[src/rtl/max_pooling_layer.sv]
// rtl/max_pooling_layer.sv - streaming 2x2 stride-2 per-channel unsigned max-pooling stage
//
// Ports:
//   clk          rising-edge clock
//   rst          asynchronous active-high reset
//   clk_en       global enable; all registers hold when low
//   input_valid  input_data carries a raster-ordered pixel this cycle
//   input_data   CHANNELS x D_WIDTH pixel, channel k at [k*D_WIDTH +: D_WIDTH]
//   output_data  pooled pixel, same channel packing, holds between outputs
//   valid        one-cycle pulse per pooled pixel (stretched while clk_en is low)
//   last         high with valid for the final pooled pixel of a frame
module max_pooling_layer #(
    parameter int D_WIDTH    = 16,
    parameter int CHANNELS   = 3,
    parameter int IMAGE_SIZE = 64
) (
    input  logic                        clk,
    input  logic                        rst,
    input  logic                        clk_en,
    input  logic                        input_valid,
    input  logic [CHANNELS*D_WIDTH-1:0] input_data,
    output logic [CHANNELS*D_WIDTH-1:0] output_data,
    output logic                        valid,
    output logic                        last
);

    localparam int PW   = CHANNELS * D_WIDTH;
    localparam int CW   = (IMAGE_SIZE > 2) ? $clog2(IMAGE_SIZE) : 1;
    localparam int HALF = IMAGE_SIZE / 2;
    localparam int BW   = (HALF > 1) ? $clog2(HALF) : 1;
    localparam logic [CW-1:0] EDGE_IDX = CW'(IMAGE_SIZE - 1);

    logic [CW-1:0] row_q, row_d;
    logic [CW-1:0] col_q, col_d;
    logic [PW-1:0] h_q, h_d;
    logic [PW-1:0] out_q, out_d;
    logic          valid_q, valid_d;
    logic          last_q, last_d;

    // Holds the horizontal pair maxima of the most recent even row.
    logic [PW-1:0] line_buf [HALF];

    logic          accept;
    logic          buf_we;
    logic [BW-1:0] buf_idx;
    logic [PW-1:0] buf_rd;
    logic [PW-1:0] pair_max;
    logic [PW-1:0] pool_max;

    function automatic logic [D_WIDTH-1:0] umax(input logic [D_WIDTH-1:0] a,
                                                input logic [D_WIDTH-1:0] b);
        return (a > b) ? a : b;
    endfunction

    assign accept  = clk_en & input_valid;
    assign buf_idx = BW'(col_q >> 1);
    assign buf_rd  = line_buf[buf_idx];
    assign buf_we  = accept & ~row_q[0] & col_q[0];

    always_comb begin
        pair_max = '0;
        pool_max = '0;
        for (int k = 0; k < CHANNELS; k++) begin
            pair_max[k*D_WIDTH +: D_WIDTH] = umax(h_q[k*D_WIDTH +: D_WIDTH],
                                                  input_data[k*D_WIDTH +: D_WIDTH]);
            pool_max[k*D_WIDTH +: D_WIDTH] = umax(pair_max[k*D_WIDTH +: D_WIDTH],
                                                  buf_rd[k*D_WIDTH +: D_WIDTH]);
        end
    end

    always_comb begin
        row_d   = row_q;
        col_d   = col_q;
        h_d     = h_q;
        out_d   = out_q;
        valid_d = valid_q;
        last_d  = last_q;

        // The pulse ends on any enabled edge, bubble or not.
        if (clk_en) begin
            valid_d = 1'b0;
            last_d  = 1'b0;
        end

        if (accept) begin
            if (!col_q[0]) begin
                h_d = input_data;
            end

            if (col_q == EDGE_IDX) begin
                col_d = '0;
                row_d = (row_q == EDGE_IDX) ? '0 : row_q + CW'(1);
            end else begin
                col_d = col_q + CW'(1);
            end

            if (row_q[0] && col_q[0]) begin
                out_d   = pool_max;
                valid_d = 1'b1;
                last_d  = (row_q == EDGE_IDX) && (col_q == EDGE_IDX);
            end
        end
    end

    always_ff @(posedge clk or posedge rst) begin
        if (rst) begin
            row_q   <= '0;
            col_q   <= '0;
            h_q     <= '0;
            out_q   <= '0;
            valid_q <= 1'b0;
            last_q  <= 1'b0;
        end else begin
            row_q   <= row_d;
            col_q   <= col_d;
            h_q     <= h_d;
            out_q   <= out_d;
            valid_q <= valid_d;
            last_q  <= last_d;
        end
    end

    // Every entry is written on an even row before the odd row reads it.
    always_ff @(posedge clk) begin
        if (buf_we) begin
            line_buf[buf_idx] <= pair_max;
        end
    end

    assign output_data = out_q;
    assign valid       = valid_q;
    assign last        = last_q;

endmodule

[config.mk]
export PLATFORM = sky130hd
export DESIGN_NAME = max_pooling_layer
export DESIGN_NICKNAME = d
export VERILOG_FILES = /design/src/rtl/max_pooling_layer.sv
export SDC_FILE = /design/constraint.sdc
export NUM_CORES = 2
export LEC_CHECK = 0
export BUFFER_PORTS_ARGS = -buffer_cell sky130_fd_sc_hd__buf_2
export CORE_ASPECT_RATIO = 1.2
export CORE_MARGIN = 4
export CORE_UTILIZATION = 32
export CTS_CLUSTER_SIZE = 24
export DETAILED_ROUTE_END_ITERATION = 8
export PLACE_DENSITY_LB_ADDON = 0.15
export SLEW_MARGIN = 5
export SYNTH_ARGS = -nofsm -noshare
export SYNTH_HDL_FRONTEND = slang
export SYNTH_SLANG_ARGS = --single-unit
[constraint.sdc]
create_clock -name clk -period 5.66 [get_ports clk]
set_input_delay 0 -clock clk [delete_from_list [all_inputs] [get_ports clk]]
set_output_delay 0 -clock clk [all_outputs]
set_load 0.05 [all_outputs]
==> results.ini <==
[setup_path]
reg2reg_depth=12
cp-end-kind=register
slowest_stage=dfrtp_1
cp-start-kind=register
crit_fanout=26
max_stage_delay_ns=0.97
crit_buf_inv=1
path_cells=or4b_4 -> buf_4 -> o22ai_1 -> nor4_1 -> and2_1 -> ha_1 -> nand4_1 -> nor4_1 -> nor3_1 -> o31ai_4 -> a21oi_2 -> a221o_1
r2r_start=col_q[4]
rrSetupSlack_ns=0.50
worst_path_dominant_cell_family=simple AND/OR/NAND/NOR gates
critPathRequiredTime_ns=6.40
path_class=register to register
critical_path_arrival_ns=5.90
crit_path_frequent_cell=nor4_1
rr_endpoint=output_data[16]
worst-path-stages=12

[route]
ant_nets=0
viasPerCell=5.39
wire_per_inst_um=31.6
drt_iter0_drc=3842
routed_wl_um=228000
first_pass_iters=7
drc=0
via_count=38942

[timing]
fmax_ghz=0.194
slew_viol_final=0
hold_viol=0
period_share_pct=91.1
final.min_clock_period_ns=5.16
finalClockSkew_ns=0.0334
finalSetupTns_ns=0
tightest_slew_ns=1.35
rsz0062_at_grt=false
setup_viol=0
slew_headroom_pct=9.50

[power]
power_density_nw_per_um2=445
max-vdd-ir-drop_mv=0.348
p_leak_nw=27.2
power.total_mw=34.7

[floorplanning]
ios=102
core_um2=207000
start_util_pct=32.2
die-area_um2=216000
placementRows=183
fp.dieW_um=425
die_h_um=508

[final_layout]
mostFrequentLayoutCells=edfxtp_1, mux2i_1, o22ai_1
drive_above_1_share_pct=14.0
final_common_cell=edfxtp_1
syn_to_final_growth_pct=16.9
layout.nets=4463

[clock_network]
clock_latency_ns=0.81
clock_sinks=1646
htree_levels=4
path_clk_slew_ns=0.06
cts_tree=built
cts-buffers-inserted=167
cts.path.max_buffers=3
root_buffer=clkbuf_16

[grt]
gr-usage-all-layers_pct=20.8
gr-total-overflow=0
first_global_vias=38469
grt_max_degree=95
antenna_found_initial=6
grt_pass1_wl_um=315000

[synth]
syn_avg_cell_area_um2=16.7
synth_flop_cell=edfxtp_1
synth_cells=4001
synth.area.top_cells=edfxtp_1, mux2i_1, dfrtp_1
syn-num-nets=4151
netlist_area_um2=66600
synth-edff-count=1536
ys_types=60
synth_async_sr_flop_share_pct=6.68
synth-warning-count=0
synth.top_cell.area_share_pct=69.2
synth_area_leader_cell=edfxtp_1
seq_area_frac_synth_pct=73.3
ys_ff_latch=1646

[status]
outcome=finished, final reports clean

[place]
port_buffers=101
dp_hpwl_um=127000
place.gp.congestion=0.791

[min_path]
min_path_cells=4
min_from=input_data[43]
hp-class=primary input to register
hold_end=h_q[43]

[run]
maxCapViolCount=0

[per-layer routing]
metal	up-vias	track usage (%)	share of wire, %	routed length, um
met5	-	0	0	0
met4	0	4.81	2.1	4730
met3	262	2.12	4.3	9860
met2	1104	34.8	49	112000
met1	20877	29.2	45	102000
li1	16699	-	-	-
[stage by stage]
| stage | area (um^2) | hold slack [ns] | worst slack (ns) | utilization [%] | std cells |
|---|---|---|---|---|---|
| 2_1_floorplan | 66600 | 0.108 | 1.15 | - | 4001 |
| 3_3_place_gp | 72100 | 0.208 | 0.570 | 34.8 | 6851 |
| 3_5_place_dp | 72100 | 0.182 | 0.551 | 34.8 | 6852 |
| 4_1_cts | 77900 | 0.00147 | 0.509 | 37.6 | 7221 |
| 5_1_grt | 77900 | 0.0461 | 0.200 | 37.6 | 7222 |
| 6_report | 77900 | 0.0572 | 0.502 | 37.6 | 7224 |
[registers in the layout (all words and copies together), names as in the netlist]
signal and count:
col_q 6, row_q 6, line_buf 1536, h_q 48, output_data 48, last 1, valid 1
[worst reg2reg max path: stages, from the launching register on]
cell and delay [ns]:
dfrtp_1 0.97, or4b_4 0.68, buf_4 0.34, o22ai_1 0.12
nor4_1 0.78, and2_1 0.25, ha_1 0.24, nand4_1 0.14
nor4_1 0.08, nor3_1 0.29, o31ai_4 0.28, a21oi_2 0.66
a221o_1 0.27
[cell type report]
| cell class | instances | area, um^2 |
|---|---|---|
| Tap cell | 2775 | 3470 |
| Fill cell | 19250 | 129000 |
| Timing Repair Buffer | 378 | 3470 |
| Clock inverter | 89 | 746 |
| Inverter | 75 | 287 |
| Sequential cell | 1646 | 48900 |
| Antenna cell | 3 | 7.51 |
| Multi-Input combinational cell | 2045 | 16700 |
| Clock buffer | 213 | 4380 |
[worst max path at each step]
stage / start / slack [ns] / to
6_report: col_q[4] / 0.50 / output_data[16]
4_1_cts: col_q[4] / 0.51 / output_data[16]
5_1_grt: col_q[3] / 0.20 / output_data[16]
3_5_place_dp: col_q[4] / 0.55 / output_data[16]
2_1_floorplan: col_q[1] / 1.15 / line_buf[21][0]
3_3_place_gp: col_q[1] / 0.57 / output_data[16]
[power breakdown]
group / total [mW] / internal [mW] / switching, mW / leakage, nW
Clock: 10.7 / 5.94 / 4.75 / 2.50
Sequential: 14.8 / 14.6 / 0.219 / 15.3
Combinational: 9.18 / 3.26 / 5.92 / 9.35
[cell usage after synthesis, types with 14 or more instances]
library cell	number
or4_1	82
nor4_1	19
o311ai_0	14
dfrtp_1	110
ha_1	98
mux2i_1	768
nand4_1	61
clkbuf_1	80
o21ai_0	53
a221o_1	16
buf_2	108
a211oi_1	15
o22ai_1	383
nand2_1	128
edfxtp_1	1536
nor2b_1	35
mux2_2	19
nand4b_1	21
a32o_1	14
nand3_1	15
o31ai_1	35
nor2_1	82
a21oi_1	59
buf_4	32
inv_1	75
a21o_1	35
[cells by family (layout without fill, tap and decap cells)]
logic type                 after synthesis  in the layout  synth area share (%)
DFF                                   1646           1646                  73.3
and+or+nand+nor                        492            492                  4.15
xor gates and xnor gates                 5              5                0.0657
muxes                                  788            788                  11.9
adders and majority gates               98             98                  1.84
buffers and inverters                  310            755                  2.19
other                                    0              3                     0
AOI/OAI and AO/OA                      662            662                  6.52
[timing repair]
item / in CTS / in global routing
hold endpoints to repair: 169 / 0
hold buffers: 67 / 0
gates resized for setup: 0 / 0
buffers inserted: 0 / 0
No activity file was read; power rests on OpenSTA's default activity.
